## config.mk

```make
export PLATFORM = sky130hd
export DESIGN_NAME = div32_iter
export DESIGN_NICKNAME = d
export VERILOG_FILES = /design/src/rtl/multdiv_pkg.sv /design/src/rtl/negate32.sv /design/src/rtl/not32.sv /design/src/rtl/div32_iter.sv
export SDC_FILE = /design/constraint.sdc
export NUM_CORES = 1
export LEC_CHECK = 0
export CORE_ASPECT_RATIO = 0.5
export CORE_MARGIN = 8
export CORE_UTILIZATION = 47
export DETAILED_ROUTE_END_ITERATION = 10
export PLACE_DENSITY = 0.67
export SLEW_MARGIN = 20
export SYNTH_ARGS = -nofsm -noshare
export SYNTH_HDL_FRONTEND = slang
export SYNTH_HIERARCHICAL = 1
export SYNTH_SLANG_ARGS = --single-unit
export TNS_END_PERCENT = 5
```

## constraint.sdc

```tcl
create_clock -name clock -period 4.5 [get_ports clock]
set_clock_uncertainty 0.2 [all_clocks]
set_input_delay 0.675 -clock clock [delete_from_list [all_inputs] [get_ports clock]]
set_output_delay 0.675 -clock clock [all_outputs]
set_load 0.1 [all_outputs]
```

## src/rtl/multdiv_pkg.sv

```systemverilog
// rtl/multdiv_pkg.sv - shared constants and state type for the multdiv unit
package multdiv_pkg;

    // Operand/result width; the divider performs one iteration per bit.
    localparam int WIDTH = 32;

    // Clocks from the start edge to the edge that raises data_resultRDY.
    localparam int DIV_LATENCY = 34;

    // Iteration counter width; terminal count is WIDTH-1.
    localparam int CNT_W = 5;

    typedef enum logic [1:0] {
        IDLE,
        RUN,
        FIX,
        DONE
    } div_state_e;

endpackage

```

## src/rtl/negate32.sv

```systemverilog
// rtl/negate32.sv - two's-complement negation built from the inverter plus an incrementer
module negate32
    import multdiv_pkg::*;
(
    input  logic [WIDTH-1:0] in_i,
    output logic [WIDTH-1:0] out_o
);

    logic [WIDTH-1:0] inv;

    not32 u_not (
        .in_i  (in_i),
        .out_o (inv)
    );

    // Negating 0x80000000 yields 0x80000000, which is the correct unsigned magnitude.
    assign out_o = inv + WIDTH'(1);

endmodule

```

## src/rtl/not32.sv

```systemverilog
// rtl/not32.sv - 32-bit bitwise inverter stage
module not32
    import multdiv_pkg::*;
(
    input  logic [WIDTH-1:0] in_i,
    output logic [WIDTH-1:0] out_o
);

    assign out_o = ~in_i;

endmodule

```

## src/rtl/div32_iter.sv

```systemverilog
// rtl/div32_iter.sv - iterative 32-bit signed restoring divider with fixed latency
module div32_iter
    import multdiv_pkg::*;
(
    input  logic             clock,
    input  logic             reset,
    input  logic             ctrl_DIV,
    input  logic [WIDTH-1:0] data_operandA,
    input  logic [WIDTH-1:0] data_operandB,
    output logic [WIDTH-1:0] data_result,
    output logic             data_exception,
    output logic             data_resultRDY,
    output logic             busy
);

    div_state_e       state_q;
    logic [CNT_W-1:0] cnt_q;
    logic [WIDTH-1:0] mag_b_q;
    logic [WIDTH-1:0] rem_q;
    logic [WIDTH-1:0] quo_q;
    logic             sign_q;
    logic             zero_q;
    logic [WIDTH-1:0] fix_res_q;
    logic             fix_exc_q;
    logic [WIDTH-1:0] result_q;
    logic             exc_q;
    logic             rdy_q;
    logic             busy_q;

    logic [WIDTH-1:0] neg_a;
    logic [WIDTH-1:0] neg_b;
    logic [WIDTH-1:0] mag_a;
    logic [WIDTH-1:0] mag_b;
    logic [WIDTH-1:0] inv_mag_b;
    logic [WIDTH-1:0] neg_quo;
    logic [WIDTH:0]   rem_sh;
    logic [WIDTH:0]   trial;
    logic [WIDTH-1:0] rem_d;
    logic [WIDTH-1:0] quo_d;
    logic [WIDTH-1:0] fix_res_d;

    negate32 u_neg_a (
        .in_i  (data_operandA),
        .out_o (neg_a)
    );

    negate32 u_neg_b (
        .in_i  (data_operandB),
        .out_o (neg_b)
    );

    negate32 u_neg_quo (
        .in_i  (quo_q),
        .out_o (neg_quo)
    );

    // The trial subtract adds the inverted divisor magnitude with a carry-in of one.
    not32 u_not_b (
        .in_i  (mag_b_q),
        .out_o (inv_mag_b)
    );

    // Operand magnitudes, one restoring step, and the sign-corrected quotient.
    always_comb begin
        mag_a     = data_operandA[WIDTH-1] ? neg_a : data_operandA;
        mag_b     = data_operandB[WIDTH-1] ? neg_b : data_operandB;
        // The remainder stays below |B| <= 2^31, so the shifted value fits in 32 bits
        // and a 33-bit signed trial never loses its sign.
        rem_sh    = {rem_q, quo_q[WIDTH-1]};
        trial     = rem_sh + {1'b1, inv_mag_b} + {{WIDTH{1'b0}}, 1'b1};
        rem_d     = trial[WIDTH] ? rem_sh[WIDTH-1:0] : trial[WIDTH-1:0];
        quo_d     = {quo_q[WIDTH-2:0], ~trial[WIDTH]};
        fix_res_d = zero_q ? '0 : (sign_q ? neg_quo : quo_q);
    end

    // Control FSM and datapath registers; a start pulse always restarts the operation.
    always_ff @(posedge clock) begin
        if (reset) begin
            state_q   <= IDLE;
            cnt_q     <= '0;
            mag_b_q   <= '0;
            rem_q     <= '0;
            quo_q     <= '0;
            sign_q    <= 1'b0;
            zero_q    <= 1'b0;
            fix_res_q <= '0;
            fix_exc_q <= 1'b0;
            result_q  <= '0;
            exc_q     <= 1'b0;
            rdy_q     <= 1'b0;
            busy_q    <= 1'b0;
        end else begin
            rdy_q <= 1'b0;
            if (ctrl_DIV) begin
                mag_b_q <= mag_b;
                rem_q   <= '0;
                quo_q   <= mag_a;
                sign_q  <= data_operandA[WIDTH-1] ^ data_operandB[WIDTH-1];
                zero_q  <= (data_operandB == '0);
                cnt_q   <= '0;
                state_q <= RUN;
                busy_q  <= 1'b1;
            end else begin
                case (state_q)
                    IDLE: begin
                        busy_q <= 1'b0;
                    end
                    RUN: begin
                        rem_q <= rem_d;
                        quo_q <= quo_d;
                        cnt_q <= cnt_q + CNT_W'(1);
                        if (cnt_q == CNT_W'(WIDTH - 1)) begin
                            state_q <= FIX;
                        end
                    end
                    FIX: begin
                        fix_res_q <= fix_res_d;
                        fix_exc_q <= zero_q;
                        state_q   <= DONE;
                    end
                    DONE: begin
                        // busy stays high through the RDY cycle and drops in IDLE.
                        result_q <= fix_res_q;
                        exc_q    <= fix_exc_q;
                        rdy_q    <= 1'b1;
                        state_q  <= IDLE;
                    end
                    default: begin
                        state_q <= IDLE;
                    end
                endcase
            end
        end
    end

    assign data_result    = result_q;
    assign data_exception = exc_q;
    assign data_resultRDY = rdy_q;
    assign busy           = busy_q;

endmodule

```

==> impl_metrics.csv, run 1 <==
group,metric,value,unit
run_status,outcome,"complete, no violations",
drt,drtAntennaViolNets,0,
sta,final_hold_viol_count,0,
clock_network,post_cts_buffers,0,
min_path,hp-start,"fix_res_q[0]$_SDFFE_PP0P_",
clock_network,clock_latency,440,ps
clock_network,hold_buffers,0,
layout,num_antenna_cells,0,
synthesis,netlist_instances,1590,
synthesis,synth_top_family_by_area,"simple AND/OR/NAND/NOR gates",
clock_network,cts_root_buf,"clkbuf_16",
synthesis,synth_area,11900,µm²
synthesis,synth_area_leader_cell,"dfxtp_1",
layout,final_common_cell,"nand2_1",
sta,min_period,3930,ps
sta,slew_headroom,0.264,
min_path,hold_depth,2,
floorplanning,ios,102,
min_path,whs_endpoint,"data_result[0]$_SDFFE_PP0P_",
synthesis,synth-xor-area-share,0.0914,
drt,drc,0,
global_routing,grt_max_degree,109,
pwr,power.leakage,5.49,nW
synthesis,synth_top_area_frac,0.291,
synthesis,ys_seq_elements,173,
synthesis,synth_simple_gate_area_frac,0.249,
floorplanning,die_y,129,µm
global_routing,overflow,0,
clock_network,cts_resized,0,
sta,finalSetupViolCount,0,
global_routing,grt_pass1_vias,10800,
worst_setup_path,slowest_stage,"xnor2_2",
sta,finalCritPeriodShare,0.873,
place,gp_congestion,0.873,
clock_network,cts.sinks,173,
floorplanning,floorplan.die.width,241,µm
worst_setup_path,required,4580,ps
global_routing,antenna_found_initial,0,
worst_setup_path,critPathMaxFanout,19,
worst_setup_path,critPathMaxStageDelay,530,ps
drt,num_vias,11100,
worst_setup_path,start_kind,"flip-flop",
floorplanning,core,25000,µm²
floorplanning,fp-row-count,41,
synthesis,synth_edf_count,0,
synthesis,synth_cell_type_count,59,
synthesis,syn_area_per_cell,7.48,µm²
clock_network,cts_tree,"done",
sta,timing.fmax,255,MHz
clock_network,path_clk_slew,70,ps
clock_network,cts_buffer_depth,2,
drt,via_per_inst,5.65,
sta,worstMarginPinSlew,1100,ps
layout,n_fill_cell,2413,
drt,drt-wirelength-per-cell,16.1,µm
worst_setup_path,path_buf_inv,3,
pwr,max-vdd-ir-drop,0.000240,V
worst_setup_path,crit_arrival,4010,ps
clock_network,numCtsBuffers,17,
synthesis,yosysSeqAreaShare,0.291,
worst_setup_path,path_class,"flip-flop to flip-flop",
sta,rsz0062_at_grt,"false",
worst_setup_path,r2r-start,"quo_q[31]$_SDFFE_PP0P_",
layout,fin_nets,1722,
place,place_hpwl,23600,µm
synthesis,synthAdderAreaFrac,0.0406,
worst_setup_path,ff2ff_path_depth,14,
worst_setup_path,path_delay_family,"compound AO/OA/AOI/OAI gates",
sta,slew_violations,0,
synthesis,synth.area.top_cells,"dfxtp_1, mux2i_1, nand2_1, xor2_1, a21oi_1",
synthesis,synth_flop_cell,"dfxtp_1",
layout,fin_util,0.544,
layout,most-common-layout-cells,"nand2_1, dfxtp_1, inv_1",
layout,drive_gt1_frac,0.0515,
floorplanning,die-area,31000,µm²
min_path,hold_class,"flip-flop to flip-flop",
synthesis,synthMuxAreaShare,0.0816,
drt,first_iter_violations,641,
global_routing,grt_pass1_wl,51700,µm
flow_run,maxCapViolCount,0,
worst_setup_path,cp_cell_sequence,"inv_1, ha_1, inv_1, fa_1, a211oi_1, o21ai_2, o2111ai_1, nand2_1, a21oi_2, o41ai_4, xnor2_2, buf_4, or3_1, a31oi_1",
layout,areaGrowthSynthToFinish,14.6,%
synthesis,synthArstFlopShare,0,
sta,fin_setup_tns,0,ps
worst_setup_path,end_kind,"flip-flop",
global_routing,track_usage,0.200,
synthesis,syn_nets,1695,
pwr,p_per_area,308,nW/µm²
floorplanning,start_util,0.475,
drt,finalWirelength,31800,µm
worst_setup_path,reg2reg_to,"rem_q[16]$_SDFFE_PP0P_",
drt,drt_pass1_iterations,5,
worst_setup_path,r2r_slack,570,ps
synthesis,synth_compound_area_frac,0.163,
synthesis,yosys_warnings,6,
place,io_buffers,101,
clock_network,cts_max_level,4,
worst_setup_path,cpMostUsedCell,"inv_1",
## registers in the layout, summed over array words and instances, names as in the netlist
register,flops
fix_exc_q,1
rem_q,32
zero_q,1
data_result,32
sign_q,1
data_exception,1
data_resultRDY,1
busy,1
state_q,2
cnt_q,5
fix_res_q,32
mag_b_q,32
quo_q,32
## synthesized netlist by cell type, drive strengths merged, types with 2 or more instances
| master | count |
|---|---|
| nand2 | 238 |
| dfxtp | 173 |
| inv | 150 |
| a21oi | 120 |
| nor2 | 107 |
| mux2i | 97 |
| xor2 | 75 |
| clkbuf | 71 |
| a211oi | 69 |
| nor3 | 51 |
| and3 | 50 |
| o21ai | 49 |
| nand3 | 47 |
| xnor2 | 47 |
| nor4 | 39 |
| ha | 37 |
| buf | 33 |
| a31oi | 23 |
| nand4 | 17 |
| and4 | 16 |
| a21o | 15 |
| nor2b | 8 |
| nand2b | 7 |
| and2 | 5 |
| o211ai | 5 |
| o21a | 5 |
| a32oi | 4 |
| nor3b | 3 |
| a2111oi | 2 |
| a21boi | 2 |
| nor4b | 2 |
| o2111ai | 2 |
| o21bai | 2 |
| o221ai | 2 |
| o31ai | 2 |
| o41ai | 2 |
| or2 | 2 |
## routing by layer
metal	wire (µm)	part of all wire	vias up	GRT usage
met1	13600	0.43	5310	0.236
met3	1060	0.033	60	0.0335
met4	881	0.028	0	0.0770
li1	-	-	5525	-
met5	0	0	-	0
met2	16300	0.51	250	0.363
## layout make-up
type | count | area [µm²] | area share
Timing Repair Buffer | 112 | 1080 | 0.0789
Multi-Input combinational cell | 1163 | 7470 | 0.548
Tap cell | 344 | 430 | 0.0316
Clock buffer | 18 | 429 | 0.0315
Inverter | 150 | 563 | 0.0413
Clock inverter | 14 | 199 | 0.0146
Sequential cell | 173 | 3460 | 0.254
## worst register-to-register path, stage by stage, from the launching register on
cell and delay (ps):
dfxtp_1 340, inv_1 100, ha_1 180, inv_1 60
fa_1 410, a211oi_1 320, o21ai_2 150, o2111ai_1 250
nand2_1 140, a21oi_2 300, o41ai_4 190, xnor2_2 530
buf_4 370, or3_1 160, a31oi_1 80
## report_power, final
group	leakage (nW)	total, mW	internal [mW]	switching [mW]
clock network	0.301	1.56	0.852	0.711
logic	3.78	0.979	0.391	0.588
registers	1.41	1.65	1.59	0.0626
total	5.49	4.19	2.83	1.36
## worst max-delay path by stage
stage                                       from                      to  slack [ps]  cells after the start
after floorplan           quo_q[31]$_SDFFE_PP0P_  rem_q[10]$_SDFFE_PP0P_        1370                     15
after global placement    quo_q[31]$_SDFFE_PP0P_  rem_q[16]$_SDFFE_PP0P_         680                     14
after detailed placement  quo_q[31]$_SDFFE_PP0P_  rem_q[16]$_SDFFE_PP0P_         630                     14
after CTS                 quo_q[31]$_SDFFE_PP0P_  rem_q[16]$_SDFFE_PP0P_         590                     14
after global routing      quo_q[31]$_SDFFE_PP0P_  rem_q[16]$_SDFFE_PP0P_         260                     14
final                     quo_q[31]$_SDFFE_PP0P_  rem_q[16]$_SDFFE_PP0P_         570                     14
## through the flow
step | power [mW] | hold WS, ps | worst slack, ps | cells | cell area [µm²]
2_1_floorplan | 2.39 | 232 | 1370 | 1590 | 11900
3_3_place_gp | 2.63 | 240 | 679 | 1942 | 13000
3_5_place_dp | 2.65 | 248 | 626 | 1942 | 13000
4_1_cts | 4.21 | 259 | 592 | 1974 | 13600
5_1_grt | 4.40 | 268 | 265 | 1974 | 13600
6_report | 4.19 | 254 | 573 | 1974 | 13600
## cells by family (layout without fill, tap and decap cells)
family	Yosys count	in the layout
and+or+nand+nor	595	595
AOI/OAI and AO/OA	311	311
buffers and inverters	254	294
DFF	173	173
xor gates and xnor gates	122	122
muxes	97	97
adders and majority gates	38	38
Note: power is estimated with default switching activity, not from simulation.
==> run 2, diff against run 1 <==
--- a/config.mk
+++ b/config.mk
@@ -6,10 +6,10 @@
 export NUM_CORES = 1
 export LEC_CHECK = 0
 export CORE_ASPECT_RATIO = 0.5
-export CORE_MARGIN = 8
-export CORE_UTILIZATION = 47
+export CORE_MARGIN = 5
+export CORE_UTILIZATION = 52
 export DETAILED_ROUTE_END_ITERATION = 10
-export PLACE_DENSITY = 0.67
+export PLACE_DENSITY = 0.73
 export SLEW_MARGIN = 20
 export SYNTH_ARGS = -nofsm -noshare
 export SYNTH_HDL_FRONTEND = slang
==> impl_metrics.csv, run 2 (synthesized netlist as in run 1, its figures left out) <==
group,metric,value,unit
run_status,outcome,"complete, no violations",
sta,slew_headroom,0.261,
pwr,power.internal,2.77,mW
floorplanning,floorplan.die.width,224,µm
min_path,hold_class,"flip-flop to flip-flop",
worst_setup_path,r2r_slack,640,ps
layout,multi_input_area,7470,µm²
clock_network,cts_buffer_depth,2,
layout,num_antenna_cells,0,
place,place_hpwl,22900,µm
clock_network,cts_max_level,4,
layout,most-common-layout-cells,"nand2_1, dfxtp_1, inv_1",
pwr,max-vdd-ir-drop,0.000206,V
sta,finalCritPeriodShare,0.858,
drt,drc,0,
worst_setup_path,critical_path.endpoint,"rem_q[4]$_SDFFE_PP0P_",
worst_setup_path,path_delay_family,"compound AO/OA/AOI/OAI gates",
floorplanning,die_y,117,µm
clock_network,path_clk_slew,70,ps
drt,drt_pass1_iterations,5,
global_routing,track_usage,0.231,
clock_network,cts_resized,0,
worst_setup_path,slowest_stage,"xor2_4",
clock_network,numCtsBuffers,17,
worst_setup_path,reg2reg_to,"rem_q[4]$_SDFFE_PP0P_",
global_routing,grt_pass1_vias,10700,
worst_setup_path,cp_cell_sequence,"inv_1, ha_1, inv_1, fa_1, a211oi_1, o21ai_2, o2111ai_1, nand2_1, a21oi_2, o41ai_4, xor2_4, buf_4, nand2_1, a31oi_1",
clock_network,hold_buffers,0,
worst_setup_path,path_class,"flip-flop to flip-flop",
pwr,p_comb_frac,0.235,
drt,first_iter_violations,782,
floorplanning,ios,102,
worst_setup_path,path_buf_inv,3,
drt,num_vias,11100,
sta,worstMarginPinSlew,1110,ps
layout,n_fill_cell,2063,
clock_network,post_cts_buffers,0,
worst_setup_path,start_kind,"flip-flop",
pwr,power.leakage,5.48,nW
worst_setup_path,setup.worst_path.start,"quo_q[31]$_SDFFE_PP0P_",
sta,timing.fmax,259,MHz
pwr,power_frac_clock,0.365,
layout,fin_nets,1721,
pwr,p_per_area,305,nW/µm²
pwr,seqPwrFrac,0.400,
global_routing,grt_pass1_wl,50500,µm
worst_setup_path,required,4660,ps
pwr,power_switching,1.36,mW
drt,drt-wirelength-per-cell,16.0,µm
sta,final_hold_viol_count,0,
sta,slew_violations,0,
floorplanning,die-area,26200,µm²
layout,register_area,3460,µm²
sta,fin_setup_tns,0,ps
sta,finalSetupViolCount,0,
drt,drtAntennaViolNets,0,
clock_network,cts_root_buf,"clkbuf_16",
worst_setup_path,ff2ff_path_depth,14,
clock_network,clock_latency,440,ps
floorplanning,fp-row-count,39,
worst_setup_path,critPathMaxStageDelay,660,ps
place,io_buffers,101,
flow_run,maxCapViolCount,0,
global_routing,overflow,0,
floorplanning,start_util,0.525,
global_routing,grt_max_degree,109,
worst_setup_path,crit_arrival,4020,ps
drt,via_per_inst,5.71,
sta,setup_ws,641,ps
worst_setup_path,r2r-start,"quo_q[31]$_SDFFE_PP0P_",
floorplanning,core,22600,µm²
worst_setup_path,path_depth,14,
layout,drive_gt1_frac,0.0522,
clock_network,cts.sinks,173,
drt,finalWirelength,30900,µm
worst_setup_path,end_kind,"flip-flop",
place,post-place-ws,628,ps
sta,min_period,3860,ps
pwr,p_sw_frac,0.329,
sta,rsz0062_at_grt,"false",
clock_network,cts_tree,"done",
worst_setup_path,critPathMaxFanout,23,
global_routing,antenna_found_initial,0,
layout,areaGrowthSynthToFinish,13.9,%
layout,final_common_cell,"nand2_1",
place,gp_congestion,0.900,
-- run 2: layout make-up --
type | count | area share
tap | 307 | 0.0283
clock inverter | 15 | 0.0127
multi-input combinational | 1163 | 0.552
inverter | 150 | 0.0416
sequential | 173 | 0.256
clock buffer | 17 | 0.0314
timing repair buffer | 111 | 0.0789
-- run 2: worst min-delay path by stage --
stage / from / end / slack, ps / depth (start not counted)
2_1_floorplan: fix_exc_q$_SDFFE_PP0P_ / data_exception$_SDFFE_PP0P_ / 230 / 2
3_3_place_gp: cnt_q[4]$_SDFFE_PP0P_ / cnt_q[4]$_SDFFE_PP0P_ / 250 / 2
3_5_place_dp: data_result[1]$_SDFFE_PP0P_ / data_result[1]$_SDFFE_PP0P_ / 250 / 2
4_1_cts: data_result[1]$_SDFFE_PP0P_ / data_result[1]$_SDFFE_PP0P_ / 260 / 2
5_1_grt: data_exception$_SDFFE_PP0P_ / data_exception$_SDFFE_PP0P_ / 270 / 2
6_report: data_result[1]$_SDFFE_PP0P_ / data_result[1]$_SDFFE_PP0P_ / 250 / 2
-- run 2: worst register-to-register path: stages, from the launching register on --
cell,delay [ps]
dfxtp_1,340
inv_1,120
ha_1,180
inv_1,50
fa_1,410
a211oi_1,320
o21ai_2,140
o2111ai_1,250
nand2_1,130
a21oi_2,300
o41ai_4,180
xor2_4,660
buf_4,270
nand2_1,70
a31oi_1,170
-- run 2: layer usage --
metal  global-route usage  vias up  share of wire
met5                    0        -              0
met2                0.425      194           0.50
met1                0.280     5268           0.44
met4               0.0795        0          0.025
met3               0.0361       56          0.032
li1                     -     5535              -
-- run 2: through the flow --
| step | instances | utilization | instance area [µm²] | hold WS (ps) | power, mW |
|---|---|---|---|---|---|
| 2_1_floorplan | 1590 | - | 11900 | 232 | 2.39 |
| 3_3_place_gp | 1904 | 0.572 | 12900 | 246 | 2.62 |
| 3_5_place_dp | 1904 | 0.572 | 12900 | 247 | 2.65 |
| 4_1_cts | 1936 | 0.598 | 13500 | 258 | 4.15 |
| 5_1_grt | 1936 | 0.598 | 13600 | 271 | 4.33 |
| 6_report | 1936 | 0.598 | 13600 | 254 | 4.13 |
-- run 2: power groups by stage --
stage               Combinational, mW  Clock (mW)  Sequential [mW]
floorplan                       0.732           0             1.66
global placement                0.936           0             1.68
detailed placement              0.958           0             1.69
CTS                             0.966        1.53             1.65
global route                     1.07        1.60             1.66
finish                          0.972        1.51             1.65
==> run 3, diff against run 2 <==
--- a/config.mk
+++ b/config.mk
@@ -10,7 +10,6 @@
 export CORE_UTILIZATION = 52
 export DETAILED_ROUTE_END_ITERATION = 10
 export PLACE_DENSITY = 0.73
-export SLEW_MARGIN = 20
 export SYNTH_ARGS = -nofsm -noshare
 export SYNTH_HDL_FRONTEND = slang
 export SYNTH_HIERARCHICAL = 1
==> impl_metrics.csv, run 3 (synthesized netlist as in run 1, its figures left out) <==
group,metric,value,unit
min_path,hold_depth,2,
floorplanning,die_y,117,µm
sta,finalSetupViolCount,0,
drt,drt_pass1_iterations,7,
clock_network,numCtsBuffers,17,
worst_setup_path,critical_path.endpoint,"rem_q[4]$_SDFFE_PP0P_",
clock_network,cts_resized,0,
worst_setup_path,critPathMaxFanout,23,
pwr,power.leakage,5.45,nW
sta,timing.fmax,255,MHz
layout,drive_gt1_frac,0.0510,
place,place_hpwl,22800,µm
drt,drt-wirelength-per-cell,15.8,µm
layout,fin_nets,1721,
worst_setup_path,setup.worst_path.start,"quo_q[31]$_SDFFE_PP0P_",
layout,num_antenna_cells,0,
worst_setup_path,required,4660,ps
clock_network,post_cts_buffers,0,
floorplanning,core,22600,µm²
worst_setup_path,r2r-start,"quo_q[31]$_SDFFE_PP0P_",
global_routing,overflow,0,
clock_network,cts_buffer_depth,2,
worst_setup_path,start_kind,"flip-flop",
layout,final_common_cell,"nand2_1",
drt,finalWirelength,30600,µm
clock_network,clock_latency,440,ps
pwr,p_per_area,302,nW/µm²
sta,finalCritPeriodShare,0.871,
global_routing,track_usage,0.230,
layout,final_cells,1936,
place,gp_congestion,0.900,
clock_network,hold_buffers,0,
global_routing,grt_pass1_vias,10600,
min_path,hold_class,"flip-flop to flip-flop",
place,dp_cells,1904,
pwr,p_comb_frac,0.238,
clock_network,cts_root_buf,"clkbuf_16",
pwr,seqPwrFrac,0.405,
global_routing,grt_max_degree,109,
run_status,outcome,"complete, no violations",
worst_setup_path,path_class,"flip-flop to flip-flop",
floorplanning,start_util,0.525,
drt,via_per_inst,5.71,
clock_network,cts_tree,"done",
floorplanning,ios,102,
place,io_buffers,101,
sta,final_hold_viol_count,0,
clock_network,cts.sinks,173,
layout,most-common-layout-cells,"nand2_1, dfxtp_1, inv_1",
drt,drtAntennaViolNets,0,
pwr,power.internal,2.71,mW
worst_setup_path,crit_arrival,4080,ps
sta,rsz0062_at_grt,"false",
pwr,max-vdd-ir-drop,0.000250,V
global_routing,grt_pass1_wl,50300,µm
pwr,finalPower,4.08,mW
floorplanning,die-area,26200,µm²
pwr,p_sw_frac,0.334,
floorplanning,fp-row-count,39,
sta,min_period,3920,ps
layout,areaGrowthSynthToFinish,13.6,%
sta,slew_violations,0,
worst_setup_path,ff2ff_path_depth,14,
drt,first_iter_violations,766,
worst_setup_path,reg2reg_to,"rem_q[4]$_SDFFE_PP0P_",
pwr,power_switching,1.36,mW
layout,fin_util,0.597,
floorplanning,floorplan.die.width,224,µm
drt,drc,0,
place,placed_area,12900,µm²
flow_run,maxCapViolCount,0,
worst_setup_path,r2r_slack,580,ps
sta,worstMarginPinSlew,1250,ps
worst_setup_path,end_kind,"flip-flop",
drt,num_vias,11100,
clock_network,path_clk_slew,70,ps
sta,slew_headroom,0.164,
clock_network,cts_max_level,4,
global_routing,antenna_found_initial,0,
pwr,power_frac_clock,0.357,
sta,fin_setup_tns,0,ps
layout,design_area,13500,µm²
run 3: cell types whose count changed in the layout (fill, tap and decap cells not counted), sizes merged:
cell	before	now
clkinvlp	1	2
inv	158	159
clkinv	5	4
bufinv	1	0
run 3: worst min-delay path by stage:
stage | start | endpoint | slack [ps]
floorplan | fix_exc_q$_SDFFE_PP0P_ | data_exception$_SDFFE_PP0P_ | 230
global placement | cnt_q[4]$_SDFFE_PP0P_ | cnt_q[4]$_SDFFE_PP0P_ | 250
detailed placement | data_result[1]$_SDFFE_PP0P_ | data_result[1]$_SDFFE_PP0P_ | 250
CTS | data_result[1]$_SDFFE_PP0P_ | data_result[1]$_SDFFE_PP0P_ | 260
global route | data_exception$_SDFFE_PP0P_ | data_exception$_SDFFE_PP0P_ | 270
finish | data_result[1]$_SDFFE_PP0P_ | data_result[1]$_SDFFE_PP0P_ | 260
run 3: cell type report:
class                      instances  area (µm²)
sequential                       173        3460
clock buffer                      17         425
multi-input combinational       1163        7460
timing repair buffer             111        1070
inverter                         150         563
tap                              307         384
clock inverter                    15         141
fill                            2059        9130
run 3: per-stage QoR:
stage | setup WS [ps] | hold WS [ps]
after floorplan | 1370 | 232
after global placement | 744 | 246
after detailed placement | 622 | 246
after CTS | 595 | 257
after global routing | 270 | 271
final | 580 | 255
run 3: power by group through the flow:
| stage | Sequential [mW] | Combinational (mW) | Clock (mW) |
|---|---|---|---|
| floorplan | 1.66 | 0.732 | 0 |
| detailed placement | 1.69 | 0.956 | 0 |
| finish | 1.65 | 0.969 | 1.46 |
| global route | 1.66 | 1.07 | 1.54 |
| CTS | 1.65 | 0.964 | 1.47 |
| global placement | 1.68 | 0.936 | 0 |
run 3: worst max-delay path, cell delays in order (launching register included):
cell and delay (ps):
dfxtp_1 340, inv_1 120, ha_1 180, inv_1 50, fa_1 410, a211oi_1 310
o21ai_2 150, o2111ai_1 250, nand2_1 140, a21oi_2 300, o41ai_4 180, xor2_4 680
buf_4 260, nand2_1 70, a31oi_1 170
run 3: routing by layer:
metal,share of wire,track usage,up-vias
li1,-,-,5542
met2,0.50,0.418,193
met5,0,0,-
met4,0.028,0.0816,0
met1,0.45,0.281,5264
met3,0.030,0.0391,62
